### src/rtl/dm_arb_pkg.sv
// Shared definitions for the data-memory arbiter: requester ids and the
// round-robin winner rule used when both requesters collide.
package dm_arb_pkg;

    typedef enum logic {
        REQ_CORE = 1'b0,
        REQ_HOST = 1'b1
    } req_id_e;

    // Winner of a simultaneous request: host while halted, otherwise whoever was not last.
    function automatic req_id_e rr_winner(input logic halted, input req_id_e last);
        req_id_e win;
        if (halted) begin
            win = REQ_HOST;
        end else if (last == REQ_HOST) begin
            win = REQ_CORE;
        end else begin
            win = REQ_HOST;
        end
        return win;
    endfunction

endpackage

### src/rtl/dm_arb_rport.sv
// Per-requester read return: one-cycle rvalid pulse and a hold register that
// keeps the last read value stable until that requester's next read completes.
module dm_arb_rport #(
    parameter int DW = 16
) (
    input  logic          clk_i,
    input  logic          rst_n_i,
    input  logic          pend_i,
    input  logic [DW-1:0] m_rdata_i,
    output logic          rvalid_o,
    output logic [DW-1:0] rdata_o
);

    logic [DW-1:0] hold_q;
    logic [DW-1:0] hold_d;

    // Read-data steering and hold capture; reset suppresses an in-flight return.
    always_comb begin
        rvalid_o = rst_n_i & pend_i;
        hold_d   = hold_q;
        if (rvalid_o) begin
            hold_d = m_rdata_i;
        end else begin
            hold_d = hold_q;
        end
        if (!rst_n_i) begin
            rdata_o = {DW{1'b0}};
        end else if (rvalid_o) begin
            rdata_o = m_rdata_i;
        end else begin
            rdata_o = hold_q;
        end
    end

    // Hold register.
    always_ff @(posedge clk_i) begin
        if (!rst_n_i) begin
            hold_q <= {DW{1'b0}};
        end else begin
            hold_q <= hold_d;
        end
    end

endmodule

### src/rtl/dm_arb.sv
// Single-port data-memory arbiter between the core and a host port: zero-latency
// grant, round-robin on conflict (host wins while halted), 1-cycle read return.
module dm_arb
    import dm_arb_pkg::*;
#(
    parameter int DW = 16,
    parameter int AW = 8
) (
    input  logic          clk_i,
    input  logic          rst_n_i,
    input  logic          halted_i,
    input  logic          c_req_i,
    input  logic          c_we_i,
    input  logic [AW-1:0] c_addr_i,
    input  logic [DW-1:0] c_wdata_i,
    output logic          c_gnt_o,
    output logic          c_stall_o,
    output logic          c_rvalid_o,
    output logic [DW-1:0] c_rdata_o,
    input  logic          h_req_i,
    input  logic          h_we_i,
    input  logic [AW-1:0] h_addr_i,
    input  logic [DW-1:0] h_wdata_i,
    output logic          h_gnt_o,
    output logic          h_rvalid_o,
    output logic [DW-1:0] h_rdata_o,
    output logic          m_en_o,
    output logic          m_we_o,
    output logic [AW-1:0] m_addr_o,
    output logic [DW-1:0] m_wdata_o,
    input  logic [DW-1:0] m_rdata_i
);

    req_id_e last_q;
    req_id_e last_d;
    req_id_e rv_own_q;
    req_id_e rv_own_d;
    logic    rv_pend_q;
    logic    rv_pend_d;
    logic    c_gnt_s;
    logic    h_gnt_s;
    logic    rd_issue_s;

    // Grant decision; nothing is granted while reset is held.
    always_comb begin
        c_gnt_s = 1'b0;
        h_gnt_s = 1'b0;
        if (!rst_n_i) begin
            c_gnt_s = 1'b0;
            h_gnt_s = 1'b0;
        end else begin
            case ({c_req_i, h_req_i})
                2'b11: begin
                    if (rr_winner(halted_i, last_q) == REQ_HOST) begin
                        h_gnt_s = 1'b1;
                    end else begin
                        c_gnt_s = 1'b1;
                    end
                end
                2'b10:   c_gnt_s = 1'b1;
                2'b01:   h_gnt_s = 1'b1;
                default: begin
                    c_gnt_s = 1'b0;
                    h_gnt_s = 1'b0;
                end
            endcase
        end
    end

    // Memory port mux and next-state for round-robin and read ownership.
    always_comb begin
        m_en_o     = c_gnt_s | h_gnt_s;
        m_we_o     = 1'b0;
        m_addr_o   = c_addr_i;
        m_wdata_o  = c_wdata_i;
        if (h_gnt_s) begin
            m_we_o    = h_we_i;
            m_addr_o  = h_addr_i;
            m_wdata_o = h_wdata_i;
        end else begin
            m_we_o    = c_gnt_s & c_we_i;
            m_addr_o  = c_addr_i;
            m_wdata_o = c_wdata_i;
        end
        rd_issue_s = m_en_o & ~m_we_o;
        rv_pend_d  = rd_issue_s;
        if (h_gnt_s) begin
            last_d = REQ_HOST;
        end else if (c_gnt_s) begin
            last_d = REQ_CORE;
        end else begin
            last_d = last_q;
        end
        if (rd_issue_s) begin
            rv_own_d = h_gnt_s ? REQ_HOST : REQ_CORE;
        end else begin
            rv_own_d = rv_own_q;
        end
    end

    // Arbiter state registers.
    always_ff @(posedge clk_i) begin
        if (!rst_n_i) begin
            last_q    <= REQ_HOST;
            rv_pend_q <= 1'b0;
            rv_own_q  <= REQ_CORE;
        end else begin
            last_q    <= last_d;
            rv_pend_q <= rv_pend_d;
            rv_own_q  <= rv_own_d;
        end
    end

    assign c_gnt_o   = c_gnt_s;
    assign h_gnt_o   = h_gnt_s;
    assign c_stall_o = c_req_i & ~c_gnt_s & rst_n_i;

    dm_arb_rport #(.DW(DW)) u_core_rport (
        .clk_i     (clk_i),
        .rst_n_i   (rst_n_i),
        .pend_i    (rv_pend_q & (rv_own_q == REQ_CORE)),
        .m_rdata_i (m_rdata_i),
        .rvalid_o  (c_rvalid_o),
        .rdata_o   (c_rdata_o)
    );

    dm_arb_rport #(.DW(DW)) u_host_rport (
        .clk_i     (clk_i),
        .rst_n_i   (rst_n_i),
        .pend_i    (rv_pend_q & (rv_own_q == REQ_HOST)),
        .m_rdata_i (m_rdata_i),
        .rvalid_o  (h_rvalid_o),
        .rdata_o   (h_rdata_o)
    );

endmodule

### config.mk
export PLATFORM = sky130hd
export DESIGN_NAME = dm_arb
export DESIGN_NICKNAME = d
export VERILOG_FILES = /design/src/rtl/dm_arb_pkg.sv /design/src/rtl/dm_arb_rport.sv /design/src/rtl/dm_arb.sv
export SDC_FILE = /design/constraint.sdc
export NUM_CORES = 1
export LEC_CHECK = 0
export ABC_AREA = 0
export BUFFER_PORTS_ARGS = -buffer_cell sky130_fd_sc_hd__buf_4
export CAP_MARGIN = 20
export CORE_MARGIN = 1
export CORE_UTILIZATION = 40
export DETAILED_ROUTE_END_ITERATION = 7
export PLACE_DENSITY = 0.9
export SYNTH_ARGS = -nofsm -noshare
export SYNTH_HDL_FRONTEND = slang
export SYNTH_HIERARCHICAL = 1
export SYNTH_SLANG_ARGS = --single-unit
### constraint.sdc
create_clock -name clk_i -period 1.9 [get_ports clk_i]
set_input_delay 0.285 -clock clk_i [delete_from_list [all_inputs] [get_ports clk_i]]
set_output_delay 0.285 -clock clk_i [all_outputs]
set_load 0.005 [all_outputs]
======== Yosys cells after proc, flatten, opt, wreduce, memory -nomap -nowiden ========
Cells that the tools add are included.
cells by class
  eq/ne operators ......................... 3
  reduce and logical (&&, ||, !) cells .... 1
  muxes and demuxes ....................... 18
  bitwise gates (word level) .............. 13
operators by type and width
  operator                                                          count
  16-bit 2-to-1 mux                                                 5
  1-bit 2-to-1 mux                                                  10
  1-bit bitwise AND                                                 8
  8-bit 2-to-1 mux                                                  1
  2-bit == test (second input constant)                             2
  1-bit inverter                                                    4
  1-bit one-hot mux with 2 select lines                             2
  2-bit by 1-bit == test with 1-bit output (second input constant)  1
  2-bit OR reduction                                                1
  1-bit OR                                                          1
storage, ports and cells
  input bits .............................. 71
  flip-flop bits (word level) ............. 35
  output and inout bits ................... 63

======== Logic depth before layout (Yosys ltp) ========
Gate-level depths: netlist of the first run.
  word-level depth ........................ 11
  mapped depth ............................ 5

======== By module ========
Netlist of the first run, hierarchy kept.
modules (own cells, without submodules)
  module        area each (um^2)  cells an instance  seq. area each (um^2)  times used
  dm_arb_rport  623.1             52                 320.3                  2
  dm_arb        579.3             49                 60.1                   1

======== Least setup slack after synthesis of the first run ========
Ideal clock, no wire load.
  path type ............................... reg2out
  start ................................... reg last_q
  end ..................................... out m_wdata_o[10]
  stages on the path, launching flop included .. 5
  data arrival time ....................... 1.173 ns
  setup slack ............................. 0.442 ns
  cells stage by stage .................... dfxtp_1 -> and3b_2 -> nor2_8 -> buf_12 -> mux2_4
between the ends
  longest elaborated chain between the ends .. 8
ends and longest elaborated chain
  element                                line              source
  start: declaration                     dm_arb.sv:34      req_id_e last_q;
  start signal: assignment               dm_arb.sv:108     last_q <= last_d;
  1-bit 2-to-1 mux                       dm_arb_pkg.sv:15  end else if (last == REQ_HOST) begin
  1-bit 2-to-1 mux                       dm_arb_pkg.sv:13  if (halted) begin
  1-bit 2-to-1 mux                       dm_arb.sv:52      case ({c_req_i, h_req_i})
  1-bit 2-to-1 mux                       dm_arb.sv:48      if (!rst_n_i) begin
  1-bit 2-to-1 mux                       dm_arb.sv:54      if (rr_winner(halted_i, last_q) == REQ_HOST) begin
  1-bit one-hot mux with 2 select lines  dm_arb.sv:52
  1-bit 2-to-1 mux                       dm_arb.sv:48
  16-bit 2-to-1 mux                      dm_arb.sv:76      if (h_gnt_s) begin
  end: declaration                       dm_arb.sv:30      output logic [DW-1:0] m_wdata_o,
Every way passes these cells. The select of a mux whose other input is x is not followed.

======== Worst setup path in the final report of the first run ========
  start ................................... reg last_q
  end ..................................... out m_addr_o[2]
between the ends
  longest elaborated chain between the ends .. 8
ends and longest elaborated chain
  element                                line              source
  1-bit 2-to-1 mux                       dm_arb_pkg.sv:15
  1-bit 2-to-1 mux                       dm_arb_pkg.sv:13
  1-bit 2-to-1 mux                       dm_arb.sv:52
  1-bit 2-to-1 mux                       dm_arb.sv:48
  1-bit 2-to-1 mux                       dm_arb.sv:54
  1-bit one-hot mux with 2 select lines  dm_arb.sv:52
  1-bit 2-to-1 mux                       dm_arb.sv:48
  8-bit 2-to-1 mux                       dm_arb.sv:76
  end: declaration                       dm_arb.sv:29      output logic [AW-1:0] m_addr_o,
Every way passes these cells. The select of a mux whose other input is x is not followed.

==> run metrics, run 1 <==
status=complete, but fails checks; failing checks=negative setup slack; Post-CTS Setup Bufs=0; multi-input combinational cell area=1036 um2; row count=24; Hold Path Origin=h_we_i; H-tree levels=2; Via density=4.721; Final Hold Viols=0; YS warnings=6; Hold Crit Depth=2; Initial Util=0.4164; Final setup viols=1; CP cell instances=and3b_2 -> nor2_8 -> buf_12 -> mux2_4 -> buf_6; Worst Hold Class=input pin to register; ys async rst share=0; top_reg_cell synth=dfxtp_1; Max Fanout on Critical Path=16; CTS Buf Count=5; Final Slew Violations=0; RSZ-0062 raised after global routing=true; power per cell area=595.5 nW/um2; clk slew on worst S/H paths=0.07 ns; fin crit share=1.002; DR WL/cell=15.59 um; ANT cells=0; syn avg cell area=11.93 um2; DR DRC count=0; Tightest Pin Transition=0.3161 ns; static leakage=1.440 nW; dominant cell type by area after synthesis=dfxtp_1; area grow syn2layout=67.79%; post-route setup TNS=-0.004140 ns; fillers=328; minimum clock period=1.904 ns; input/output buffers=133; Die Wd=69.56 um; reg2reg path depth=4; Slowest-stage cell, CP=dfxtp_2; core area=4384 um2; Top delay family on crit path=simple AND/OR/NAND/NOR gates; GP Congestion=0.7168; Fmax achieved=525.2 MHz; Post-Synthesis Cell Area=1826 um2; Synth Instances=153; worst path required time=1.62 ns; reg2reg end=u_core_rport/hold_q[12]; die height=69.56 um; DRT Wirelength=5364 um; maximum vdd ir drop=0.0004284 V; Vias=1624; Fin Hold WS=0.2037 ns; Max Cap Viol=0; root buf cell=clkbuf_8; largest net degree at the start of global routing=30; CP max stage delay=0.32 ns; Worst Path Arrival=1.62 ns; Detail Placement HPWL=3999 um; Min-Delay Endpoint=rv_pend_q; Reg-to-Reg Start=rv_pend_q; min setup slack post-route=-0.004140 ns; # nets final=362; Worst slew margin=0.7871; Seq cells post-synth=35; dominant cells by area after synthesis=dfxtp_1 38%, mux2i_1 18%, mux2_4 14%, nor2b_1 11%, buf_12 4.4%; Clock Path Buffers=2; post-synth net total=224; Antenna Violating Nets Remaining=0; gr usage total=0.2086; crit path buf inv count=2; drt first-iter violations=39; CP Launch Type=register; count leader, synth=dfxtp_1; post-synthesis sequential area ratio=0.3838; clock sinks=35; Setup CP Type=register to output port; 1st-pass router iterations=4; Reg area=701.9 um2; CTS tree=built; ratio of cells with drive above 1 in the final layout=0.6164; r2r setup slk=0.74 ns; vias in the first global route=1622; IO Count=134; global-route wire length before repair=7790 um; count of flip-flops with a built-in enable after synthesis=0; initial antenna violation count=0; commonest cells in the netlist=35 x dfxtp_1, 33 x nor2b_1, 32 x mux2i_1, 17 x mux2_4, 7 x mux2_2; Cell variety after synth=24; clk_skew=0.008214 ns; GRT overflow=0; die area=4838 um2; Skew-Pair Late Insertion Delay=0.29 ns; Crit. End Element=output port; share of the synthesized area in the top cell type=0.3838; post-layout util=0.6986
-- metrics by stage --
step	power, mW	instances	area [um2]	setup slack (ns)
CTS	1.814	344	2999	-0.01045
finish	1.824	344	3063	-0.004140
floorplan	1.020	153	1826	0.4424
detailed placement	1.282	336	2864	0.2198
global route	1.908	344	3063	-0.04896
global placement	1.268	336	2864	0.2454
-- state kept, by name (all words and copies together), names as in the netlist --
name and count:
rv_own_q 1, u_core_rport/hold_q 16, last_q 1, rv_pend_q 1
u_host_rport/hold_q 16
-- worst max path at each step --
stage | start | slack [ns] | cells after the start | end
global placement | c_req_i | 0.25 | 6 | m_wdata_o[7]
finish | last_q | -0.004 | 5 | m_addr_o[2]
floorplan | last_q | 0.44 | 4 | m_wdata_o[10]
CTS | last_q | -0.01 | 5 | m_wdata_o[0]
detailed placement | c_req_i | 0.22 | 6 | m_addr_o[1]
global route | last_q | -0.05 | 5 | m_addr_o[2]
-- layer usage --
metal	share of wire	routed length, um	global-route usage
met5	0	0	0
met4	0.024	128	0.09070
met3	0.056	298	0.05087
met2	0.55	2940	0.3830
met1	0.37	1997	0.2247
-- logic make-up after synthesis --
kind of cell | Yosys count | share of synthesized area
AOI/OAI and AO/OA | 6 | 0.02673
buffers and inverters | 10 | 0.06443
DFF | 35 | 0.3838
muxes | 56 | 0.3585
and+or+nand+nor | 46 | 0.1666
-- timing repair --
item	CTS	global route
endpoints found under the setup margin	20	23
hold buffers	0	0
cloned	0	0
gates resized for setup	14	17
-- final cells by class --
class | instances | share of cell area
clock buffers | 6 | 0.02369
clock inverters | 2 | 0.004085
inverters | 2 | 0.002451
multi-input cells | 108 | 0.3382
flip-flops and latches | 35 | 0.2292
well taps | 52 | 0.02124
repair buffers | 139 | 0.3811
-- report_power, final --
group | switching [mW] | internal [mW] | total, mW
Clock | 0.258 | 0.256 | 0.514
Combinational | 0.189 | 0.343 | 0.532
Sequential | 0.00971 | 0.768 | 0.778
-- placed cells by master, fill, tap and decap left out, types with 2 or more instances in the layout --
cell	synthesis	final
mux2_4	17	24
buf_6	2	23
buf_4	0	113
buf_12	4	3
inv_1	2	2
nand2_1	3	3
clkbuf_8	0	5
a21oi_1	2	2
and2_2	2	2
mux2i_1	32	32
dfxtp_1	35	34
nor2b_1	33	32
No activity file was read; power rests on OpenSTA's default activity.
==> run 2: changes to the inputs <==
CORE_UTILIZATION = 39   (was 40)
REMOVE_ABC_BUFFERS = 1   (was unset)
SYNTH_HIERARCHICAL = unset   (was 1)
==> run 2 against run 1 <==
The flow still finishes with violations (negative setup slack); sequential share of layout area is 0.55 points higher; critical path depth did not move; sequential power about the same; critical path type unchanged; highest routed layer unchanged.
==> run metrics, run 2 <==
RSZ-0062 raised after global routing=true (unchanged); count of flip-flops with a built-in enable after synthesis=0 (unchanged); Max Fanout on Critical Path=11 (was 16); global-route wire length before repair=8445 um (was 7790 um); CTS tree=built (unchanged); largest net degree at the start of global routing=34 (was 30); Worst Hold Class=input pin to register (unchanged); static leakage=1.438 nW (was 1.440 nW); gr usage total=0.2525 (was 0.2086); Final setup viols=13 (was 1); vias in the first global route=1893 (was 1622); ratio of cells with drive above 1 in the final layout=0.5427 (was 0.6164); core area=4115 um2 (was 4384 um2); Die Wd=68.49 um (was 69.56 um); Synth Instances=191 (was 153); die area=4691 um2 (was 4838 um2); Fin Hold WS=0.2168 ns (was 0.2037 ns); switching share of power=0.2642 (was 0.2503); clock network fraction of total power=0.290 (was 0.282); IO Count=134 (unchanged); CP Launch Type=register (unchanged); Antenna Violating Nets Remaining=0 (unchanged); Int Pwr=1.341 mW (was 1.368 mW); initial antenna violation count=0 (unchanged); Vias=1885 (was 1624); Place WS=0.1249 ns (was 0.2198 ns); DRT Wirelength=6398 um (was 5364 um); input/output buffers=133 (unchanged); CTS Buf Count=5 (unchanged); syn avg cell area=9.027 um2 (was 11.93 um2); YS warnings=0 (was 6); power per cell area=609.4 nW/um2 (was 595.5 nW/um2); Final Slew Violations=0 (unchanged); GP Congestion=0.8102 (was 0.7168); clk_skew=0.008271 ns (was 0.008214 ns); commonest non-fill, non-tap cell in the layout=buf_4 (unchanged); dominant cell type by area after synthesis=dfxtp_1 (unchanged); row count=23 (was 24); failing checks=negative setup slack (unchanged); Initial Util=0.4190 (was 0.4164); top_reg_cell synth=dfxtp_1 (unchanged); maximum vdd ir drop=0.0003463 V (was 0.0004284 V); area grow syn2layout=73.51% (was 67.79%); Post-Synthesis Cell Area=1724 um2 (was 1826 um2); Final Cell Area=2992 um2 (was 3063 um2); share of the synthesized area in the top cell type=0.4064 (was 0.3838); DR DRC count=0 (unchanged); Skew-Pair Late Insertion Delay=0.29 ns (about the same); biggest regs=u_core_rport.hold_q: 16 flops, u_host_rport.hold_q: 16 flops (was u_core_rport/hold_q: 16 flops, u_host_rport/hold_q: 16 flops); fillers=291 (was 328); Logic pwr share=0.283 (was 0.292); root buf cell=clkbuf_8 (unchanged); CP max stage delay=0.32 ns (about the same); CP cell instances=and3b_2 -> nor2_8 -> buf_12 -> mux2_4 -> buf_6 (unchanged); min setup slack post-route=-0.03956 ns (was -0.004140 ns); Clock Path Buffers=2 (unchanged); Setup CP Type=register to output port (unchanged); DP Area=2761 um2 (was 2864 um2); die height=68.49 um (was 69.56 um); Seq cells post-synth=35 (unchanged); Detail Placement HPWL=4319 um (was 3999 um); Via density=4.987 (was 4.721); Slowest-stage cell, CP=dfxtp_2 (unchanged); 1st-pass router iterations=4 (unchanged); H-tree levels=2 (unchanged); Worst slew margin=0.7222 (was 0.7871); Tightest Pin Transition=0.4167 ns (was 0.3161 ns); ANT cells=0 (unchanged); minimum clock period=1.940 ns (was 1.904 ns); clock sinks=35 (unchanged); dominant cells by area after synthesis=dfxtp_1 41%, mux2_4 15%, nand2_1 15%, a21boi_0 6.5%, o21ai_0 4.9% (was dfxtp_1 38%, mux2i_1 18%, mux2_4 14%, nor2b_1 11%, buf_12 4.4%); Flop pwr share=0.427 (about the same); count leader, synth=nand2_1 (was dfxtp_1); Final Hold Viols=0 (unchanged); Fmax achieved=515.6 MHz (was 525.2 MHz); Cell variety after synth=26 (was 24); Worst Path Arrival=1.65 ns (was 1.62 ns); commonest cells in the netlist=67 x nand2_1, 35 x dfxtp_1, 17 x mux2_4, 17 x o21ai_0, 15 x a21boi_0 (was 35 x dfxtp_1, 33 x nor2b_1, 32 x mux2i_1, 17 x mux2_4, 7 x mux2_2); ys async rst share=0 (unchanged); post-route setup TNS=-0.4227 ns (was -0.004140 ns); status=complete, but fails checks (unchanged); Max Cap Viol=0 (unchanged); most frequent cells in the layout=117 x buf_4, 67 x nand2_1, 34 x dfxtp_1 (was 113 x buf_4, 34 x dfxtp_1, 32 x mux2i_1, 32 x nor2b_1, 24 x mux2_4); Net Sw Power=0.4817 mW (was 0.4565 mW); clk slew on worst S/H paths=0.07 ns (about the same); Crit. End Element=output port (unchanged); fin crit share=1.021 (was 1.002); drt first-iter violations=67 (was 39); # nets final=398 (was 362); DR WL/cell=16.93 um (was 15.59 um); worst path required time=1.62 ns (about the same); GRT overflow=0 (unchanged); post-synthesis sequential area ratio=0.4064 (was 0.3838)
## run 2: area by class of cell
class | instances | area (um2) | area share
Clock inverter | 2 | 12.51 | 0.004182
Inverter | 2 | 7.507 | 0.002509
Tap cell | 50 | 62.56 | 0.02091
Clock buffer | 6 | 72.57 | 0.02426
Multi-Input combinational cell | 140 | 937.1 | 0.3133
Sequential cell | 35 | 701.9 | 0.2346
Timing Repair Buffer | 143 | 1197 | 0.4003
## run 2: per-layer routing
layer | GRT usage | vias to the layer above | routed length, um
li1 | - | 902 | -
met1 | 0.2302 | 871 | 2147
met2 | 0.4951 | 88 | 3506
met3 | 0.08717 | 24 | 463
met4 | 0.1094 | 0 | 280
met5 | 0 | - | 0
## run 2: logic make-up after synthesis
| group | count (synthesis) | synth area share |
|---|---|---|
| simple gates | 78 | 0.1967 |
| flops | 35 | 0.4064 |
| compound gates | 38 | 0.1401 |
| mux | 24 | 0.1938 |
| buf+inv | 16 | 0.06313 |
## run 2: worst paths after layout
path         slack, ns  cells after the start                       to               startpoint
max              -0.04                      5              m_addr_o[5]                   last_q
min               0.22                      2                rv_pend_q                   c_we_i
max reg2reg       0.71                      4                rv_pend_q                   last_q
min reg2reg       0.47                      2  u_core_rport.hold_q[11]  u_core_rport.hold_q[11]
## run 2: critical path, delay by kind of cell (launching register included)
kind                   cells  cell delay [ns]
and+or+nand+nor            2             0.42
DFF                        1             0.32
buffers and inverters      2             0.30
muxes                      1             0.32
## run 2: power groups by stage
stage,Combinational [mW],Clock (mW),Sequential (mW)
after floorplan,0.162,0,0.792
after global placement,0.442,0,0.793
after detailed placement,0.455,0,0.795
after CTS,0.497,0.534,0.778
after global routing,0.545,0.574,0.782
final,0.516,0.528,0.779
## run 2: per-stage QoR
| stage | std cells | total power [mW] | util |
|---|---|---|---|
| after floorplan | 177 | 0.9536 | - |
| final | 378 | 1.823 | 0.7270 |
| after global routing | 378 | 1.901 | 0.7270 |
| after CTS | 378 | 1.809 | 0.7215 |
| after detailed placement | 367 | 1.250 | 0.6710 |
| after global placement | 367 | 1.235 | 0.6710 |
## run 2: what timing repair did
action / 4_1_cts / 5_1_grt
gates cloned: 0 / 0
pin swaps: 1 / 1
setup endpoints to repair: 17 / 26
buffers inserted: 3 / 0
gates resized for setup: 24 / 9
hold buffers: 0 / 0
